**config.mk**
```make
export PLATFORM = sky130hd
export DESIGN_NAME = cmd_tx_serializer
export DESIGN_NICKNAME = d
export VERILOG_FILES = /design/src/rtl/cmd_defs.sv /design/src/rtl/cmd_crc7.sv /design/src/rtl/cmd_tx_serializer.sv
export SDC_FILE = /design/constraint.sdc
export NUM_CORES = 1
export LEC_CHECK = 0
export CAP_MARGIN = 0
export CORE_AREA = 2 2 84 86
export CTS_CLUSTER_DIAMETER = 150
export CTS_CLUSTER_SIZE = 24
export DETAILED_ROUTE_END_ITERATION = 16
export DIE_AREA = 0 0 86 88
export PLACE_DENSITY_LB_ADDON = 0.08
export SLEW_MARGIN = 20
export SYNTH_ARGS = -nofsm -noshare
export SYNTH_HDL_FRONTEND = slang
export SYNTH_SLANG_ARGS = --single-unit
```
**constraint.sdc**
```tcl
create_clock -name iClock -period 4.85 [get_ports iClock]
set_input_delay 0.97 -clock iClock [delete_from_list [all_inputs] [get_ports iClock]]
set_output_delay 0.97 -clock iClock [all_outputs]
set_load 0.02 [all_outputs]
```
**src/rtl/cmd_defs.sv**
```systemverilog
// Shared frame constants, state encoding and serial CRC7 step for the SD CMD-line transmitter.
package cmd_defs;

   localparam int unsigned CMD_FRAME_BITS = 48;
   localparam int unsigned CMD_HDR_BITS   = 40;
   localparam int unsigned CMD_IDX_BITS   = 6;
   localparam int unsigned CMD_ARG_BITS   = 32;
   localparam int unsigned CRC7_BITS      = 7;
   localparam int unsigned CYC_W          = 8;
   localparam int unsigned BIT_W          = 6;

   localparam logic [CRC7_BITS-1:0] CRC7_POLY = 7'h09;

   // Frame bit positions (bit 0 is driven first)
   localparam logic [BIT_W-1:0] BIT_START    = 6'd0;
   localparam logic [BIT_W-1:0] BIT_LAST_HDR = BIT_W'(CMD_HDR_BITS - 1);
   localparam logic [BIT_W-1:0] BIT_END      = BIT_W'(CMD_FRAME_BITS - 1);

   localparam logic START_VAL = 1'b0;
   localparam logic TX_VAL    = 1'b1;
   localparam logic END_VAL   = 1'b1;

   typedef enum logic [1:0] {
      ST_IDLE  = 2'd0,
      ST_SHIFT = 2'd1,
      ST_GAP   = 2'd2
   } cmd_state_e;

   typedef struct packed {
      logic                    start;
      logic                    tx;
      logic [CMD_IDX_BITS-1:0] index;
      logic [CMD_ARG_BITS-1:0] arg;
   } cmd_hdr_t;

   // One serial step of x^7+x^3+1, MSB-first data
   function automatic logic [CRC7_BITS-1:0] crc7_step(input logic [CRC7_BITS-1:0] crc,
                                                      input logic                 bit_in);
      logic fb;
      fb = bit_in ^ crc[CRC7_BITS-1];
      return {crc[CRC7_BITS-2:0], 1'b0} ^ (fb ? CRC7_POLY : '0);
   endfunction

endpackage

```
**src/rtl/cmd_crc7.sv**
```systemverilog
// Serial CRC7 accumulator; cleared at command accept, stepped once per header bit.
module cmd_crc7
   import cmd_defs::*;
(
   input  logic                 iClock,
   input  logic                 Reset,
   input  logic                 iClear,
   input  logic                 iEnable,
   input  logic                 iBit,
   output logic [CRC7_BITS-1:0] oCrc
);

   always_ff @(posedge iClock or negedge Reset) begin
      if (!Reset) begin
         oCrc <= '0;
      end else if (iClear) begin
         oCrc <= '0;
      end else if (iEnable) begin
         oCrc <= crc7_step(oCrc, iBit);
      end
   end

endmodule

```
**src/rtl/cmd_tx_serializer.sv**
```systemverilog
// Builds the 48-bit SD command frame and shifts it out MSB-first, then holds the line idle
// for a programmable gap before accepting the next command.
module cmd_tx_serializer
   import cmd_defs::*;
#(
   parameter int unsigned BIT_CYCLES = 1,
   parameter int unsigned GAP_BITS   = 8
) (
   input  logic                    iClock,
   input  logic                    Reset,
   input  logic                    iStart,
   input  logic [CMD_IDX_BITS-1:0] iIndex,
   input  logic [CMD_ARG_BITS-1:0] iArgument,
   output logic                    oReady,
   output logic                    oCmd,
   output logic                    oCmdOe,
   output logic                    oDone,
   output logic [BIT_W-1:0]        oBitCnt
);

   localparam logic [CYC_W-1:0] CYC_LAST = CYC_W'(BIT_CYCLES - 1);
   localparam logic [BIT_W-1:0] GAP_LAST = (GAP_BITS == 0) ? '0 : BIT_W'(GAP_BITS - 1);
   localparam int unsigned      PAD_BITS = CMD_HDR_BITS - CRC7_BITS - 1;

   cmd_state_e             state_q;
   cmd_state_e             state_d;
   cmd_hdr_t               sreg_q;
   cmd_hdr_t               sreg_d;
   logic [CYC_W-1:0]       cyc_q;
   logic [CYC_W-1:0]       cyc_d;
   logic [BIT_W-1:0]       gap_q;
   logic [BIT_W-1:0]       gap_d;
   logic [BIT_W-1:0]       bit_d;
   logic                   cmd_d;
   logic                   done_d;
   logic                   crc_clr;
   logic                   crc_en;
   logic [CRC7_BITS-1:0]   crc_q;
   logic [CRC7_BITS-1:0]   crc_fin;
   logic                   per_last;

   assign per_last = (cyc_q == CYC_LAST);
   // CRC including bit 39, needed in the same cycle bit 40 is loaded
   assign crc_fin  = crc7_step(crc_q, oCmd);

   cmd_crc7 u_crc (
      .iClock  (iClock),
      .Reset   (Reset),
      .iClear  (crc_clr),
      .iEnable (crc_en),
      .iBit    (oCmd),
      .oCrc    (crc_q)
   );

   always_ff @(posedge iClock or negedge Reset) begin
      if (!Reset) begin
         state_q <= ST_IDLE;
      end else begin
         state_q <= state_d;
      end
   end

   always_comb begin
      state_d = state_q;
      case (state_q)
         ST_IDLE: begin
            if (iStart) state_d = ST_SHIFT;
         end
         ST_SHIFT: begin
            if (per_last && (oBitCnt == BIT_END)) begin
               state_d = (GAP_BITS == 0) ? ST_IDLE : ST_GAP;
            end
         end
         ST_GAP: begin
            if (per_last && (gap_q == GAP_LAST)) state_d = ST_IDLE;
         end
         default: state_d = ST_IDLE;
      endcase
   end

   // Next values of the shift path, counters and registered outputs
   always_comb begin
      sreg_d  = sreg_q;
      cyc_d   = cyc_q;
      gap_d   = gap_q;
      bit_d   = oBitCnt;
      cmd_d   = 1'b1;
      done_d  = 1'b0;
      crc_clr = 1'b0;
      crc_en  = 1'b0;
      case (state_q)
         ST_IDLE: begin
            if (iStart) begin
               sreg_d  = '{start: START_VAL, tx: TX_VAL, index: iIndex, arg: iArgument};
               cmd_d   = START_VAL;
               cyc_d   = '0;
               bit_d   = BIT_START;
               crc_clr = 1'b1;
            end
         end
         ST_SHIFT: begin
            cmd_d  = oCmd;
            crc_en = per_last && (oBitCnt <= BIT_LAST_HDR);
            if (!per_last) begin
               cyc_d = cyc_q + CYC_W'(1);
            end else begin
               cyc_d = '0;
               if (oBitCnt == BIT_END) begin
                  bit_d  = '0;
                  cmd_d  = 1'b1;
                  done_d = 1'b1;
                  gap_d  = '0;
               end else begin
                  bit_d = oBitCnt + BIT_W'(1);
                  // After the header, the register is reloaded with CRC and the end bit
                  if (oBitCnt == BIT_LAST_HDR) begin
                     sreg_d = cmd_hdr_t'({crc_fin, END_VAL, {PAD_BITS{1'b0}}});
                     cmd_d  = crc_fin[CRC7_BITS-1];
                  end else begin
                     sreg_d = cmd_hdr_t'(sreg_q << 1);
                     cmd_d  = sreg_q[CMD_HDR_BITS-2];
                  end
               end
            end
         end
         ST_GAP: begin
            if (!per_last) begin
               cyc_d = cyc_q + CYC_W'(1);
            end else begin
               cyc_d = '0;
               gap_d = gap_q + BIT_W'(1);
            end
         end
         default: begin
            cyc_d = '0;
            bit_d = '0;
         end
      endcase
   end

   always_ff @(posedge iClock or negedge Reset) begin
      if (!Reset) begin
         sreg_q  <= '0;
         cyc_q   <= '0;
         gap_q   <= '0;
         oBitCnt <= '0;
         oCmd    <= 1'b1;
         oReady  <= 1'b1;
         oCmdOe  <= 1'b0;
         oDone   <= 1'b0;
      end else begin
         sreg_q  <= sreg_d;
         cyc_q   <= cyc_d;
         gap_q   <= gap_d;
         oBitCnt <= bit_d;
         oCmd    <= cmd_d;
         oReady  <= (state_d == ST_IDLE);
         oCmdOe  <= (state_d == ST_SHIFT);
         oDone   <= done_d;
      end
   end

endmodule

```
# Word level (Yosys, flattened, before mapping)
# Index checks and enable logic that the tools add are counted.
dict set report totals {
  reg_bits 72
  input_bits 41
  out_inout_bits 10
  wordCells 77
}
dict set report classes {
  add_sub_neg 3
  magnitude_cmp 1
  n_eq_ne 11
  n_mux 34
  bitwise 3
  n_reduce_logical 13
}
# op n
set ops {}
lappend ops {{$mux W39} 4}
lappend ops {{$pmux W39 S2} 1}
lappend ops {{$mux W6} 6}
lappend ops {{$pmux W6 S3} 1}
lappend ops {{$mux W8} 2}
lappend ops {{$pmux W8 S2} 1}
lappend ops {{$mux W7} 2}
lappend ops {{$add A6 B1 Y6 const B} 2}
lappend ops {{$eq A6 B6 Y1 const B} 2}
lappend ops {{$pmux W6 S2} 1}
lappend ops {{$mux W1} 10}
lappend ops {{$ne A2 B2 Y1 const B} 5}
lappend ops {{$add A8 B1 Y8 const B} 1}
lappend ops {{$logic_not A8 Y1} 1}
lappend ops {{$reduce_and A4 Y1} 2}
lappend ops {{$xor A7 B4 Y7} 1}
lappend ops {{$eq A6 B3 Y1 const B} 1}
lappend ops {{$le A6 B6 Y1 const B} 1}
lappend ops {{$mux W2} 3}
lappend ops {{$pmux W2 S3} 1}
lappend ops {{$reduce_bool A2 Y1} 3}
lappend ops {{$eq A2 B1 Y1 const B} 2}
lappend ops {{$logic_not A2 Y1} 2}
lappend ops {{$mux W4} 1}
lappend ops {{other kinds (7)} 9}

# Logic depth before layout (Yosys ltp)
dict set report logic_depth {
  ltp_word 7
  mapped_depth 9
  depth_no_buf 6
}

# Hierarchy
# Synthesis repeated with hierarchy kept, for this count alone.
dict set report unflattened {
  cells_unflattened 385
  area_unflattened_um2 3987.6
}
# mod n_inst cells_per_inst area_per_inst_um2 seq_area_each_um2
set by_module_without_submodules {}
lappend by_module_without_submodules {cmd_tx_serializer 1 357 3679.8 1629.1}
lappend by_module_without_submodules {cmd_crc7 1 28 307.8 175.2}

# Worst setup path after synthesis
# OpenSTA, ideal clock, no wires.
dict set report synth_path {
  kind {input to register}
  start {in iStart}
  end {reg sreg_q[1] (netlist name)}
  setup_time_ns 0.125
  arrival_ns 2.249
  required_ns 4.725
  slack_ns 2.476
  path_stages 7
  n_path_buf 3
  path_cell_list {nand2b_1 -> clkbuf_1 -> o21ai_0 -> a21oi_1 -> buf_4 -> buf_4 -> mux2_2}
}
dict set report synth_via {
  elab_chain_cells 2
}
# item line_no
set synth_rtl {}
lappend synth_rtl {{start, declared} cmd_tx_serializer.sv:11} ;# input logic iStart,
lappend synth_rtl {{$ne A2 B2 Y1 (no line)} --}
lappend synth_rtl {{$reduce_and A4 Y1 (no line)} --}
lappend synth_rtl {{end signal, assigned} cmd_tx_serializer.sv:152} ;# sreg_q <= sreg_d;
lappend synth_rtl {{end, declared} cmd_tx_serializer.sv:27} ;# cmd_hdr_t sreg_q;
# No other way between the ends.
# A chain may end at the register's enable or synchronous reset.

# Worst setup path in the final report
dict set report layout_path {
  start {in iStart}
  end {reg sreg_q[17] (netlist name)}
}
# The elaborated chain is that of the path after synthesis.

==> run summary <==
The flow ran to the end, and the final reports show no timing, DRC or antenna violations. For the final routed database, the setup TNS stands at 0 ns. The first detailed-routing pass took 5 iterations.

The worst hold path begins at sreg_q[37]. The slew at the pin closest to its max-slew limit is about 0.83 ns. The internal power consumption came out at 1630 µW. The overall global routing resource usage came out at 23.8%. STA classifies the critical path startpoint as a primary input. The final HPWL from detailed placement is just under 6 mm. The count of unresolved DRC violations after routing came out at 0. The cell count of the worst hold path came out at 1. The most common flop cell mapped by yosys is dfrtp_1.

After clock tree synthesis, the clock-pin slew on the worst setup and hold paths is 0.07 ns. The antenna diode count came out at 0. The register-to-register setup slack is around 1.9 ns. The largest fanout on the critical path came out at 20.

The number of register bits inferred by synthesis is 72. The die is 88 µm tall. The maximum root-to-sink buffer count came out at 2. Entering global routing, the biggest net connects 39 pins.

The per-cell routed wire length came out at 17.1 µm. For the worst-skew pair, the clock arrives at the later sink with an insertion delay of 0.34 ns. The final antenna-violating net count came out at 0.

Routability-driven placement finished with a final weighted congestion of 0.846. In this run, distinct cell masters in the synthesized netlist total 52. The H-tree generated during clock tree synthesis spans 3 levels. The wire length reported by the detailed router came out at approximately 8.6 mm.

STA classifies the critical path endpoint as a flip-flop. The number of post-CTS setup repair buffers came out at 0. Of the total power, registers draw between 30 and 40%.

Setup repair after global routing left no endpoint under its margin. The area fraction of the dominant cell type after synthesis came out at 44.9%. The critical path starts at iStart. In the synthesized netlist, the number of instances is between 300 and 400. The number of warning messages in the yosys log came out at 0. During placement, the flow inserted port buffers numbering 50. The post-cts sizing count is 0. The post-synthesis to final-layout area growth is 19.8%.

For this design the ratio of total power to cell area is 538 nW/µm². The post-route clock skew is 0.00986 ns. The first global-routing pass estimated 14.2 mm of wire.

The headroom to the max-slew limit came out at 44.2%. The part of the power in combinational logic is between 40% and 50%. The cell at the root of the clock tree is clkbuf_8.

The leakage power figure came out at 0.00190 µW. The final setup violation count is 0. In this run, the number of DRC markers left after iteration 0 of detailed routing was 134. The number of vias after detailed routing came out at 3077.

Dividing the detail-routed via count by the number of cells gives 6.14. A synthesized cell averages 10.5 µm². The number of antenna violations at the first check in global routing is 0.

The overall die width came out at 86 µm. The final critical-path share of the clock period came out at 63.1%. The floorplan step defined a core boundary enclosing 6640 µm². The tightest min-delay check is of the flip-flop to flip-flop type. The worst setup path is of the primary input to flip-flop kind. The number of clock sinks came out at 72.

STA puts the critical path data required time at 5.07 ns. The die covers approximately 7600 µm². The effective utilization at floorplan is 58.7%. The hold-fix buffer count after cts came out at 0. The power consumption is 2510 µW. Summed over all instances, the cell type with the most area after synthesis is dfrtp_1. The end of the worst register-to-register path is oCmdOe. Ranked by total cell area, the synthesized netlist is headed by dfrtp_1, mux2_2, o2bb2ai_1.

The fraction of power consumed by the clock network is around a fifth. The number of CTS-inserted buffers is 9. Summing every instance area after synthesis gives 3900 µm².

After synthesis, the share of flip-flops with an asynchronous set or reset is 100%. In the final layout, the share of cells above drive strength 1 is 16.9%. The reported max-cap violation count is 0. The synthesized design contains 0 enable-type register cells. For this design the top-level I/O count stands at 51.

For this run, the top clock speed supported by timing is 0.327 GHz. The final period demand of the worst path is 3.06 ns. The worst supply voltage drop on vdd came out at 0.388 mV.

For hold timing, the worst endpoint is sreg_q[37]. The analysis attributes to net switching a power of 887 µW. For this run the aggregate overflow at the end of global routing stands at 0.

The number of global-route vias before repair came out at 2902. The count of final max-slew check failures is 0. The portion of the post-synthesis area used by sequential elements came out at 46.3%. TritonCTS built the clock tree. The switching part of the total power is a little over a third. The worst register-to-register path begins at state_q[1].

The count of endpoints failing hold in the final timing report is 0. The count of cells along the worst register-to-register path came out at 7. The number of core rows is 30.

The layout net count came out at between 400 and 500. The post-synthesis net count is 420. For the worst setup path, the data arrival time is 3.29 ns.
## kinds of logic after synthesis
group	share of synthesized area [%]
AOI/OAI and AO/OA	22.0
xor gates and xnor gates	1.12
adders and majority gates	2.57
buffers and inverters	3.43
DFF	46.3
muxes	10.7
and+or+nand+nor	14.0
## cell usage in the layout (no fill, tap or decap), types with 8 or more instances in the layout
cell and n:
clkbuf_8 11, inv_1 9, clkdlybuf4s50_1 49, mux2_2 37
nor2_1 15, nand4_1 8, o2bb2ai_1 35, dfrtp_1 70
a21oi_1 16, o21ai_0 14, nand2_1 42
## power groups by stage
stage / sequential (µW) / clock [µW] / combinational, µW
floorplan: 951 / 0 / 793
global placement: 952 / 0 / 1030
detailed placement: 962 / 0 / 1060
CTS: 953 / 497 / 1070
global route: 976 / 521 / 1170
finish: 955 / 493 / 1060
## synthesized netlist by cell type (8+ instances only)
cell,n
dfrtp_1,70
nand2_1,42
mux2_2,37
o2bb2ai_1,35
a21oi_1,17
clkbuf_1,16
nor2_1,16
o21ai_0,14
inv_1,10
ha_1,8
nand4_1,8
## critical path, cell delays in order
cell	delay, ns
clkdlybuf4s50_1	0.52
nand2b_1	0.29
o21ai_0	0.23
a21oi_4	0.58
buf_4	0.33
mux2_2	0.36
## through the flow
step                hold slack, ns  util, %  cell area, µm²  setup WS [ns]  cells
floorplan                    0.474        -            3900           2.48    371
global placement             0.486     67.2            4460           1.50    485
detailed placement           0.496     67.2            4460           1.48    485
CTS                          0.513     70.3            4670           1.82    501
global route                 0.531     70.3            4670           1.55    501
finish                       0.510     70.3            4670           1.79    501
## layout make-up
cell class	instances	area, µm²
multi-input combinational	266	1980
fill	517	1970
sequential	72	1800
timing repair buffer	56	541
clock buffer	12	155
tap	80	100
clock inverter	4	52.6
inverter	11	41.3
## registers in the layout (all words and copies together), names as in the netlist
signal	flops
oBitCnt	6
oCmd	1
oReady	1
gap_q	6
oDone	1
oCmdOe	1
sreg_q	39
state_q	2
u_crc.oCrc	7
cyc_q	8
## how the worst max path moves through the flow
stage,to,slack (ns),cells past startpoint
2_1_floorplan,sreg_q[1],2.48,7
3_3_place_gp,sreg_q[15],1.50,6
3_5_place_dp,sreg_q[17],1.48,6
4_1_cts,sreg_q[17],1.82,6
5_1_grt,oCmdOe,1.55,7
6_report,sreg_q[17],1.79,6
## metal layers
| metal | vias to the layer above | wire length, µm | global-route usage, % |
|---|---|---|---|
| li1 | 1471 | - | - |
| met1 | 1527 | 3890 | 31.3 |
| met2 | 67 | 4270 | 40.1 |
| met3 | 12 | 301 | 4.15 |
| met4 | 0 | 110 | 8.08 |
| met5 | - | 0 | 0 |
No activity file was read; power rests on OpenSTA's default activity.
